`src/rtl/alu_cmd_sequencer_pkg.sv`:
```
// Shared types for the ALU command sequencer and its companion ALU.
// Holds the opcode encoding, the flag bit positions and the FSM states.
package alu_cmd_sequencer_pkg;

    typedef enum logic [3:0] {
        OpAdd = 4'b0000,
        OpSub = 4'b0001,
        OpAnd = 4'b0010,
        OpOr  = 4'b0011,
        OpXor = 4'b0100,
        OpSll = 4'b0101,
        OpSlr = 4'b0110,
        OpSar = 4'b0111
    } alu_op_t;

    localparam int unsigned FlagZ = 3;
    localparam int unsigned FlagN = 2;
    localparam int unsigned FlagV = 1;
    localparam int unsigned FlagC = 0;

    typedef enum logic [1:0] {
        StIdle,
        StIssue,
        StCapture,
        StResp
    } seq_state_t;

endpackage

```
`src/rtl/alu_cmd_sequencer_if.sv`:
```
// Command/response bus between a requester (master) and the sequencer (slave).
// Also carries the accumulator controls and status.
interface alu_cmd_sequencer_if #(
    parameter int unsigned N     = 3,
    parameter int unsigned CNT_W = 8
);
    logic             cmd_valid;
    logic             cmd_ready;
    logic [3:0]       cmd_op;
    logic [N-1:0]     cmd_a;
    logic [N-1:0]     cmd_b;
    logic             cmd_use_acc;
    logic             acc_clear;
    logic             rsp_valid;
    logic             rsp_ready;
    logic [N-1:0]     rsp_result;
    logic [3:0]       rsp_flags;
    logic [N-1:0]     acc;
    logic [CNT_W-1:0] op_count;

    modport master (
        output cmd_valid, cmd_op, cmd_a, cmd_b, cmd_use_acc, acc_clear, rsp_ready,
        input  cmd_ready, rsp_valid, rsp_result, rsp_flags, acc, op_count
    );

    modport slave (
        input  cmd_valid, cmd_op, cmd_a, cmd_b, cmd_use_acc, acc_clear, rsp_ready,
        output cmd_ready, rsp_valid, rsp_result, rsp_flags, acc, op_count
    );

endinterface

```
`src/rtl/alu_cmd_sequencer.sv`:
```
// Initiator-side sequencer: takes commands, drives a combinational ALU, captures
// result and flags, and returns them over a response handshake; keeps an accumulator.
module alu_cmd_sequencer
    import alu_cmd_sequencer_pkg::*;
#(
    parameter int unsigned N     = 3,
    parameter int unsigned CNT_W = 8
) (
    input  logic           clk,
    input  logic           rst_n,
    alu_cmd_sequencer_if.slave bus,
    output logic [N-1:0]   alu_a,
    output logic [N-1:0]   alu_b,
    output logic [3:0]     alu_control,
    input  logic [N-1:0]   alu_result,
    input  logic           alu_z,
    input  logic           alu_n,
    input  logic           alu_v,
    input  logic           alu_c
);

    seq_state_t       state_q, state_d;
    logic [N-1:0]     alu_a_q, alu_a_d;
    logic [N-1:0]     alu_b_q, alu_b_d;
    logic [3:0]       alu_control_q, alu_control_d;
    logic [N-1:0]     rsp_result_q, rsp_result_d;
    logic [3:0]       rsp_flags_q, rsp_flags_d;
    logic [N-1:0]     acc_q, acc_d;
    logic [CNT_W-1:0] op_count_q, op_count_d;
    logic             cmd_ready;
    logic             accept;

    assign cmd_ready = rst_n & ((state_q == StIdle) | ((state_q == StResp) & bus.rsp_ready));
    assign accept    = bus.cmd_valid & cmd_ready;

    always_comb begin
        state_d       = state_q;
        alu_a_d       = alu_a_q;
        alu_b_d       = alu_b_q;
        alu_control_d = alu_control_q;
        rsp_result_d  = rsp_result_q;
        rsp_flags_d   = rsp_flags_q;
        acc_d         = acc_q;
        op_count_d    = op_count_q;

        if (bus.acc_clear) begin
            acc_d = '0;
        end

        // Operand A reads the registered acc, so a same-cycle clear does not affect it
        if (accept) begin
            alu_a_d       = bus.cmd_use_acc ? acc_q : bus.cmd_a;
            alu_b_d       = bus.cmd_b;
            alu_control_d = bus.cmd_op;
        end

        case (state_q)
            StIdle: begin
                if (accept) begin
                    state_d = StIssue;
                end
            end
            StIssue: begin
                state_d = StCapture;
            end
            StCapture: begin
                rsp_result_d       = alu_result;
                acc_d              = alu_result;
                rsp_flags_d[FlagZ] = alu_z;
                rsp_flags_d[FlagN] = alu_n;
                rsp_flags_d[FlagV] = alu_v;
                rsp_flags_d[FlagC] = alu_c;
                state_d            = StResp;
            end
            StResp: begin
                if (bus.rsp_ready) begin
                    if (op_count_q != {CNT_W{1'b1}}) begin
                        op_count_d = op_count_q + 1'b1;
                    end
                    state_d = accept ? StIssue : StIdle;
                end
            end
            default: state_d = StIdle;
        endcase
    end

    always_ff @(posedge clk or negedge rst_n) begin
        if (!rst_n) begin
            state_q       <= StIdle;
            alu_a_q       <= '0;
            alu_b_q       <= '0;
            alu_control_q <= '0;
            rsp_result_q  <= '0;
            rsp_flags_q   <= '0;
            acc_q         <= '0;
            op_count_q    <= '0;
        end else begin
            state_q       <= state_d;
            alu_a_q       <= alu_a_d;
            alu_b_q       <= alu_b_d;
            alu_control_q <= alu_control_d;
            rsp_result_q  <= rsp_result_d;
            rsp_flags_q   <= rsp_flags_d;
            acc_q         <= acc_d;
            op_count_q    <= op_count_d;
        end
    end

    assign alu_a          = alu_a_q;
    assign alu_b          = alu_b_q;
    assign alu_control    = alu_control_q;
    assign bus.cmd_ready  = cmd_ready;
    assign bus.rsp_valid  = (state_q == StResp);
    assign bus.rsp_result = rsp_result_q;
    assign bus.rsp_flags  = rsp_flags_q;
    assign bus.acc        = acc_q;
    assign bus.op_count   = op_count_q;

endmodule

```
`src/flat_wrapper.sv`:
```
// flat-port wrapper written by rule: the top's interface ports become plain ports
module alu_cmd_sequencer_flat import alu_cmd_sequencer_pkg::*;
#(
    parameter int unsigned N     = 3,
    parameter int unsigned CNT_W = 8
)
  (clk, rst_n, alu_a, alu_b, alu_control, alu_result, alu_z, alu_n, alu_v, alu_c, bus_cmd_valid, bus_cmd_op, bus_cmd_a, bus_cmd_b, bus_cmd_use_acc, bus_acc_clear, bus_rsp_ready, bus_cmd_ready, bus_rsp_valid, bus_rsp_result, bus_rsp_flags, bus_acc, bus_op_count);
  alu_cmd_sequencer_if #(.N(N), .CNT_W(CNT_W)) bus_i ();
  input  logic clk;
  input  logic rst_n;
  output logic [N-1:0] alu_a;
  output logic [N-1:0] alu_b;
  output logic [3:0] alu_control;
  input  logic [N-1:0] alu_result;
  input  logic alu_z;
  input  logic alu_n;
  input  logic alu_v;
  input  logic alu_c;
  input wire logic [$bits(bus_i.cmd_valid)-1:0] bus_cmd_valid;
  input wire logic [$bits(bus_i.cmd_op)-1:0] bus_cmd_op;
  input wire logic [$bits(bus_i.cmd_a)-1:0] bus_cmd_a;
  input wire logic [$bits(bus_i.cmd_b)-1:0] bus_cmd_b;
  input wire logic [$bits(bus_i.cmd_use_acc)-1:0] bus_cmd_use_acc;
  input wire logic [$bits(bus_i.acc_clear)-1:0] bus_acc_clear;
  input wire logic [$bits(bus_i.rsp_ready)-1:0] bus_rsp_ready;
  output wire logic [$bits(bus_i.cmd_ready)-1:0] bus_cmd_ready;
  output wire logic [$bits(bus_i.rsp_valid)-1:0] bus_rsp_valid;
  output wire logic [$bits(bus_i.rsp_result)-1:0] bus_rsp_result;
  output wire logic [$bits(bus_i.rsp_flags)-1:0] bus_rsp_flags;
  output wire logic [$bits(bus_i.acc)-1:0] bus_acc;
  output wire logic [$bits(bus_i.op_count)-1:0] bus_op_count;
  assign bus_i.cmd_valid = bus_cmd_valid;
  assign bus_i.cmd_op = bus_cmd_op;
  assign bus_i.cmd_a = bus_cmd_a;
  assign bus_i.cmd_b = bus_cmd_b;
  assign bus_i.cmd_use_acc = bus_cmd_use_acc;
  assign bus_i.acc_clear = bus_acc_clear;
  assign bus_i.rsp_ready = bus_rsp_ready;
  assign bus_cmd_ready = bus_i.cmd_ready;
  assign bus_rsp_valid = bus_i.rsp_valid;
  assign bus_rsp_result = bus_i.rsp_result;
  assign bus_rsp_flags = bus_i.rsp_flags;
  assign bus_acc = bus_i.acc;
  assign bus_op_count = bus_i.op_count;
  alu_cmd_sequencer #(.N(N), .CNT_W(CNT_W)) u_core (.clk(clk), .rst_n(rst_n), .bus(bus_i), .alu_a(alu_a), .alu_b(alu_b), .alu_control(alu_control), .alu_result(alu_result), .alu_z(alu_z), .alu_n(alu_n), .alu_v(alu_v), .alu_c(alu_c));
endmodule
```
`config.mk`:
```
export PLATFORM = sky130hd
export DESIGN_NAME = alu_cmd_sequencer_flat
export DESIGN_NICKNAME = d
export VERILOG_FILES = /design/src/rtl/alu_cmd_sequencer_pkg.sv /design/src/rtl/alu_cmd_sequencer_if.sv /design/src/rtl/alu_cmd_sequencer.sv /design/src/flat_wrapper.sv
export SDC_FILE = /design/constraint.sdc
export NUM_CORES = 1
export LEC_CHECK = 0
export CORE_MARGIN = 3
export CORE_UTILIZATION = 46
export DETAILED_ROUTE_END_ITERATION = 7
export PLACE_DENSITY = 0.84
export SLEW_MARGIN = 10
export SYNTH_ARGS = -nofsm -noshare
export SYNTH_HDL_FRONTEND = slang
export SYNTH_SLANG_ARGS = --single-unit
```
`constraint.sdc`:
```
create_clock -name clk -period 2.6 [get_ports clk]
set_input_delay 0.52 -clock clk [delete_from_list [all_inputs] [get_ports clk]]
set_output_delay 0.52 -clock clk [all_outputs]
set_load 0.005 [all_outputs]
```
-- Word-level counts from Yosys, hierarchy flattened
Index checks and enable logic that the tools add are counted.
- flip-flop bits (word level): 30
- input port bits: 23
- output and inout bits: 30
- logic and storage cells: 30
- add/subtract/negate cells: 1
- equal/unequal tests: 6
- multiplexer cells: 7
- bitwise gates (word level): 4
- reduce and logical (&&, ||, !) cells: 4
- operator list (cell ; count):
    two-way mux 3 bit ; 3
    adder 8 x 1 -> 8 bit, second input constant ; 1
    inequality test 8 bit, second input constant ; 1
    case mux 2 bit (4 select lines) ; 1
    equality test 2 bit, second input constant ; 2
    two-way mux 2 bit ; 2
    AND 1 bit ; 3
    AND reduction 3 bit ; 1
    equality test 2 x 1 -> 1 bit, second input constant ; 1
    logical NOT 2 bit ; 1
    inequality test 2 x 1 -> 1 bit, second input constant ; 1
    inequality test 2 bit, second input constant ; 1
    AND reduction 2 bit ; 1
    nonzero test 2 bit ; 1
    two-way mux 1 bit ; 1
    bitwise OR 1 bit ; 1

-- Longest topological paths before layout
Gate-level depths: netlist (run 1).
- depth in word-level cells: 8
- gate-level depth with buffers: 7
- gate-level depth less buffers: 6

-- Least setup slack after synthesis (run 1)
No wires, ideal clock.
- kind: register to register
- start: register u_core.state_q[0]
- end: register u_core.alu_b_q[0] (netlist: u_core.alu_b[0])
- setup time: 0.125 ns
- arrival: 1.455 ns
- required time: 2.475 ns
- path slack: 1.020 ns
- stages on the path, launching flop included: 7
- buffers on the path: 1
- clock period less this slack: 1.580 ns
- cells stage by stage: dfrtp_1 inv_1 ha_1 a21oi_1 nor2_2 buf_2 mux2_2
- word-level cells in the longest chain between the ends: 5
- elaborated cells on any way between the ends: 6
- classes of those cells: 1 x eq/ne; 4 x bitwise; 1 x reduce/logical
- ends and longest elaborated chain (element ; RTL line ; source):
    start, declared ; alu_cmd_sequencer.sv:22 ; seq_state_t state_q, state_d;
    start signal, assigned ; alu_cmd_sequencer.sv:89 ; state_q <= StIdle;
    start signal, assigned ; alu_cmd_sequencer.sv:98 ; state_q <= state_d;
    equality test 2 bit ; alu_cmd_sequencer.sv:33 ; assign cmd_ready = rst_n & ((state_q == StIdle) | ((state_q == StResp) & bus.rsp_ready));
    AND 1 bit ; alu_cmd_sequencer.sv:33 ;
    bitwise OR 1 bit * ; alu_cmd_sequencer.sv:33 ;
    AND 1 bit * ; alu_cmd_sequencer.sv:33 ;
    AND 1 bit * ; alu_cmd_sequencer.sv:34 ; assign accept = bus.cmd_valid & cmd_ready;
    end signal, assigned ; alu_cmd_sequencer.sv:100 ; alu_b_q <= alu_b_d;
    end, declared ; alu_cmd_sequencer.sv:24 ; logic [N-1:0] alu_b_q, alu_b_d;
Mark *: on every way between the ends. The rest lies on a longest branch, timed or not.
A chain may end at the register's enable or synchronous reset.

-- Worst setup path after layout (run 1)
- start: register u_core.state_q[1]
- end: output port bus_cmd_ready
- word-level cells in the longest chain between the ends: 4
- elaborated cells on any way between the ends: 5
- classes of those cells: 1 x eq/ne; 3 x bitwise; 1 x reduce/logical
- ends and longest elaborated chain (element ; RTL line ; source):
    equality test 2 bit ; alu_cmd_sequencer.sv:33 ;
    AND 1 bit ; alu_cmd_sequencer.sv:33 ;
    bitwise OR 1 bit * ; alu_cmd_sequencer.sv:33 ;
    AND 1 bit * ; alu_cmd_sequencer.sv:33 ;
    end, declared ; flat_wrapper.sv:26 ; output wire logic [$bits(bus_i.cmd_ready)-1:0] bus_cmd_ready;
Marked as above.

==> impl_metrics.yaml, run 1 <==
outcome:
  status: "finished clean"
critical_path:
  arrival_ns: 1.78
  cp_max_fo: 5
  end_kind: "output port"
  slowest_delay_ns: 0.45
  timing.rr.start: "u_core.state_q[1]"
  startpoint_type: "flip-flop"
  r2r_setup_slack_ns: 0.85
  r2r_end: "u_core.bus.op_count[7]"
  path_buf_inv: 1
  slowest_stage: "clkdlybuf4s50_1"
  reg2reg_depth: 5
  critical-path-top-delay-family: "buffers and inverters"
  cp.required_ns: 2.08
  path_cells: "ha_1 > a21oi_1 > nor2b_1 > clkdlybuf4s50_1"
  crit_type: "reg -> out"
yosys:
  synthAdderAreaFrac: 0.0469
  synth_cell_types: 26
  ys_warn_count: 0
  synth_area_per_cell_sq_um: 12.6
  yosys.area_share.simple: 0.114
  synth-compound-area-share: 0.0675
  seq_area_frac_synth: 0.562
  synth-seq-cells: 30
  synth.mux.area_fraction: 0.169
  synth_top_family_by_area: "multiplexers"
  syn_nets: 134
  mappedNetlistArea_sq_um: 1340
  synth_cells: 106
  synth-xor-area-share: 0.0197
sta:
  max_freq_mhz: 434
  setup_ws_ns: 0.297
  setup-tns-final_ns: 0
  fin_crit_ns: 2.30
  setup_viol: 0
  slew_viol_final: 0
  grt_setup_unrepaired: "false"
  fin_skew_ns: 0.00710
  hold_viol: 0
  holdWs_ns: 0.511
  fin_crit_sh: 0.886
  maxSlewHeadroom: 0.675
  tightestPinTransition_ns: 0.487
die:
  fp.dieH_um: 59.9
  die-area_sq_um: 3580
  start_util: 0.511
  fp.dieW_um: 59.9
  fp.coreArea_sq_um: 2610
  boundaryPins: 53
  rows: 18
placement:
  place_inst: 187
  place_congestion: 0.785
  pre_cts_ws_ns: 0.337
  hpwl_um: 2270
  portBuffers: 52
  placed_area_sq_um: 1890
power_and_ir_drop:
  leakagePower_nw: 0.848
  irDropWorstVdd_uv: 773
  power_density_nw_per_um2: 1060
  power_mw: 2.07
clock_network:
  cts_max_path_buffers: 2
  post_cts_buffers: 0
  cts-buffers-inserted: 5
  ctsHoldBuffers: 0
  h-tree-depth: 2
  clkSinkCount: 30
  cts_tree: "built"
  clk_latency_ns: 0.32
  path_clk_slew_ns: 0.10
  cts_root_buf: "clkbuf_4"
  ctsResizeCount: 0
min_path:
  hold_start: "u_core.bus.rsp_flags[2]"
  whs_endpoint: "u_core.bus.rsp_flags[2]"
  holdPathStages: 1
  min_path_type: "reg -> reg"
global_route:
  grt_pass1_vias: 1130
  grt_pass1_wl_um: 4820
  grt_overflow: 0
  antenna_found_initial: 0
  grt_max_degree: 31
  grt_usage: 0.185
job:
  drv_cap: 0
detailed_routing:
  via_per_inst: 5.15
  final_antenna_net_count: 0
  drc: 0
  routed_wl_um: 2970
  wire_per_inst_um: 15.2
  vias: 1004
  dr.pass1.iters: 3
  drt_iter0_drc: 8
layout:
  final_area_sq_um: 1950
  num-nets-final: 192
  drive_gt1_frac: 0.176
  diodes: 0
  n_fill_cell: 182
  final_util: 0.746
  final_cells: 195
  areaGrowthSynthToFinish_pct: 45.9
[worst max-delay path by stage]
stage	cells after the start	start	to
floorplan	6	u_core.state_q[0]	u_core.alu_b[0]
global placement	4	bus_rsp_ready	bus_cmd_ready
detailed placement	4	bus_rsp_ready	bus_cmd_ready
CTS	4	u_core.state_q[1]	bus_cmd_ready
global route	4	u_core.state_q[1]	bus_cmd_ready
finish	4	u_core.state_q[1]	bus_cmd_ready
[metal layers]
layer | track usage | up-vias | wire (um)
met5 | 0 | - | 0
met4 | 0.0854 | 0 | 59
met3 | 0.0605 | 7 | 174
met2 | 0.323 | 31 | 1540
met1 | 0.201 | 480 | 1190
li1 | - | 486 | -
[synthesized netlist by cell type, drive strengths merged]
library cell  count  share of area
nand4             2          0.014
a21oi             9          0.034
a32oi             1         0.0066
inv               2         0.0056
nor2              8          0.024
buf               2          0.012
a22o              3          0.020
o21ai             2         0.0075
ha                5          0.047
and3              3          0.018
nor2b             2         0.0094
and4              1         0.0066
nand3             3          0.011
nand2             6          0.017
clkbuf            1         0.0028
xnor2             3          0.020
nand2b            2         0.0094
mux2             17           0.15
dfrtp            30           0.56
and2              1         0.0047
mux2i             3          0.022
[cells in the final DEF, fill, tap and decap left out, drive strengths merged]
cell type / synthesis / routed
a21oi: 9 / 9
a22o: 3 / 3
a32oi: 1 / 1
and2: 1 / 1
and3: 3 / 3
and4: 1 / 1
buf: 2 / 2
clkbuf: 1 / 7
clkdlybuf4s50: 0 / 52
clkinv: 0 / 1
dfrtp: 30 / 30
ha: 5 / 5
inv: 2 / 2
mux2: 17 / 17
mux2i: 3 / 3
nand2: 6 / 6
nand2b: 2 / 2
nand3: 3 / 3
nand4: 2 / 2
nor2: 8 / 8
nor2b: 2 / 2
o21ai: 2 / 2
xnor2: 3 / 3
[kinds of logic (layout without fill, tap and decap cells)]
kind of cell    Yosys count  in the layout
buf+inv                   5             64
xor+xnor                  3              3
mux                      20             20
fa+ha+maj                 5              5
flops                    30             30
compound gates           15             15
simple gates             28             28
[power by group]
group / total (mW) / switching, mW / internal (mW)
registers: 0.823 / 0.146 / 0.678
logic: 0.960 / 0.349 / 0.611
clock network: 0.285 / 0.154 / 0.131
[sequential cells by signal, summed over array words and instances (netlist names)]
| signal | count |
|---|---|
| u_core.state_q | 2 |
| u_core.bus.op_count | 8 |
| u_core.bus.acc | 3 |
| u_core.alu_control | 4 |
| u_core.bus.rsp_result | 3 |
| u_core.bus.rsp_flags | 4 |
| u_core.alu_a | 3 |
| u_core.alu_b | 3 |
[area by class of cell]
| class | instances | area [sq um] | area share |
|---|---|---|---|
| flip-flops and latches | 30 | 751 | 0.385 |
| multi-input cells | 71 | 557 | 0.286 |
| repair buffers | 54 | 536 | 0.275 |
| clock buffers | 7 | 55.1 | 0.0283 |
| well taps | 30 | 37.5 | 0.0193 |
| inverters | 2 | 7.51 | 0.00385 |
| clock inverters | 1 | 5.00 | 0.00257 |
Note: power is estimated with default switching activity, not from simulation.
==> run 2: changes to the inputs <==
GPL_ROUTABILITY_DRIVEN = 0   (was not set)
==> results of run 2 <==
Final layout, timing and power as in run 1 (identical DEF).
==> run 3: changes to the inputs <==
ABC_AREA = 1   (was not set)
CORE_UTILIZATION = 47   (was 46)
==> run 3 against run 2 <==
  * Fmax grew 1.1%
  * Cell area grew 6.4%
  * Area after synthesis grew 9.2%
  * Critical path type unchanged
  * Largest power group unchanged
==> impl_metrics.yaml, run 3 <==
sta:
  fin_crit_ns: 2.28
  fin_crit_sh: 0.877
  setup_viol: 0
  setup-tns-final_ns: 0
  slew_viol_final: 0
  fin_skew_ns: 0.00504
  tightestPinTransition_ns: 0.407
  max_freq_mhz: 439
  grt_setup_unrepaired: "false"
  hold_viol: 0
  maxSlewHeadroom: 0.728
power_and_ir_drop:
  sw_frac_of_total: 0.344
  irDropWorstVdd_uv: 513
  power_frac_clock: 0.145
  seqPwrFrac: 0.397
  p_int_mw: 1.28
  leakagePower_nw: 1.03
  pwr-share-comb: 0.458
  power_density_nw_per_um2: 939
  netSwitchingPower_uw: 669
die:
  start_util: 0.511
  fp.coreArea_sq_um: 2850
  die-area_sq_um: 3810
  fp.dieW_um: 61.7
  boundaryPins: 53
  rows: 19
  fp.dieH_um: 61.7
yosys:
  yosys-top-cells-area: "dfrtp_1 52%, nand2_1 20%, inv_1 4.6%"
  synth_most_common_cell: "nand2_1"
  syn_nets: 207
  ys_top_cells_by_count: "78 x nand2_1, 30 x dfrtp_1, 18 x inv_1"
  synth_cell_types: 19
  synth-async-reset-ratio: 1.00
  synth_top_area_share: 0.515
  ys_warn_count: 0
  synth_area_per_cell_sq_um: 8.14
  ys.flop_type: "dfrtp_1"
  synth-seq-cells: 30
  synth_cells: 179
  mappedNetlistArea_sq_um: 1460
  seq_area_frac_synth: 0.515
  synth_area_leader_cell: "dfrtp_1"
  synth-edff-count: 0
detailed_routing:
  dr.pass1.iters: 4
  via_per_inst: 4.81
  wire_per_inst_um: 11.5
  routed_wl_um: 3100
  final_antenna_net_count: 0
  drt_iter0_drc: 63
  vias: 1294
  drc: 0
clock_network:
  clk_latency_ns: 0.32
  cts_root_buf: "clkbuf_4"
  cts_max_path_buffers: 2
  ctsResizeCount: 0
  cts-buffers-inserted: 5
  path_clk_slew_ns: 0.09
  cts_tree: "built"
  h-tree-depth: 2
  ctsHoldBuffers: 0
  post_cts_buffers: 0
  clkSinkCount: 30
global_route:
  antenna_found_initial: 0
  grt_max_degree: 33
  grt_pass1_vias: 1191
  grt_pass1_wl_um: 5220
  grt_overflow: 0
  grt_usage: 0.194
layout:
  final_area_sq_um: 2070
  largest_register_ffs: 8
  num-nets-final: 265
  final_common_cell: "nand2_1"
  drive_gt1_frac: 0.0714
  final_cell_mix: "78 x nand2_1, 52 x clkdlybuf4s50_1, 30 x dfrtp_1"
  areaGrowthSynthToFinish_pct: 42.1
  diodes: 0
critical_path:
  crit_type: "reg -> out"
  cp.required_ns: 2.08
  end_kind: "output port"
  startpoint_type: "flip-flop"
  arrival_ns: 1.76
  cp_max_fo: 4
outcome:
  status: "finished clean"
placement:
  hpwl_um: 2380
  portBuffers: 52
  placed_area_sq_um: 2010
job:
  drv_cap: 0
min_path:
  min_path_type: "reg -> reg"
-- run 3: cell count changes after synthesis, sizes merged, moves of 3 or more --
cell   before  now
inv         2   18
and3        3    0
mux2       17    0
o21ai       2   13
nand3       3   13
a21oi       9    1
nand2       6   81
mux2i       3    0
a22o        3    0
-- run 3: cell type report --
class | count | area, sq um
Fill cell | 224 | 781
Sequential cell | 30 | 751
Timing Repair Buffer | 54 | 536
Clock inverter | 1 | 5.00
Inverter | 18 | 67.6
Multi-Input combinational cell | 128 | 619
Tap cell | 31 | 38.8
Clock buffer | 7 | 55.1
-- run 3: cells by family (layout without fill, tap and decap cells) --
logic type               Yosys count  in the layout  synth area share
AND/OR/NAND/NOR                  106            106             0.301
flip-flops                        30             30             0.515
buffers and inverters             21             80            0.0601
AO/OA/AOI/OAI                     15             15            0.0687
adder cells (fa/ha/maj)            5              5            0.0429
XOR/XNOR                           2              2            0.0120
-- run 3: metrics by stage --
| step | utilization | cells | worst slack [ns] | hold WS, ns | total power [mW] |
|---|---|---|---|---|---|
| finish | 0.726 | 269 | 0.321 | 0.475 | 1.95 |
| global placement | 0.705 | 261 | 0.336 | 0.453 | 1.67 |
| floorplan | - | 179 | 1.13 | 0.224 | 1.19 |
| global route | 0.726 | 269 | 0.217 | 0.504 | 2.12 |
| detailed placement | 0.705 | 261 | 0.323 | 0.457 | 1.68 |
| CTS | 0.726 | 269 | 0.310 | 0.479 | 1.97 |
-- run 3: power by group through the flow --
stage,Combinational (mW),Sequential (mW),Clock [mW]
after CTS,0.908,0.773,0.292
after global routing,1.01,0.799,0.310
after global placement,0.892,0.777,0
after detailed placement,0.905,0.778,0
after floorplan,0.406,0.786,0
final,0.891,0.772,0.283
-- run 3: worst paths after layout --
| check | start | endpoint | slack [ns] | cells past startpoint |
|---|---|---|---|---|
| worst max register to register | u_core.state_q[0] | u_core.alu_a[2] | 1.10 | 7 |
| min in group asynchronous | rst_n | u_core.alu_b[2] | 0.68 | 2 |
| worst max-delay path | u_core.state_q[0] | bus_cmd_ready | 0.32 | 4 |
| max in group asynchronous | rst_n | u_core.bus.rsp_flags[3] | 1.64 | 2 |
| worst min register to register | u_core.alu_b[1] | u_core.alu_b[1] | 0.48 | 2 |
| worst min-delay path | u_core.alu_b[1] | u_core.alu_b[1] | 0.48 | 2 |
-- run 3: metal layers --
metal  up-vias  GRT usage  routed length (um)
li1        670          -                   -
met1       587      0.244                1400
met2        29      0.306                1520
met3         8     0.0475                 109
met4         0      0.109                  76
met5         -          0                   0
-- run 3: worst max-delay path: stages (launching register included) --
cell and delay (ns):
dfrtp_1 0.40, ha_1 0.26, nand2_2 0.12, a21boi_4 0.14
clkdlybuf4s50_1 0.51
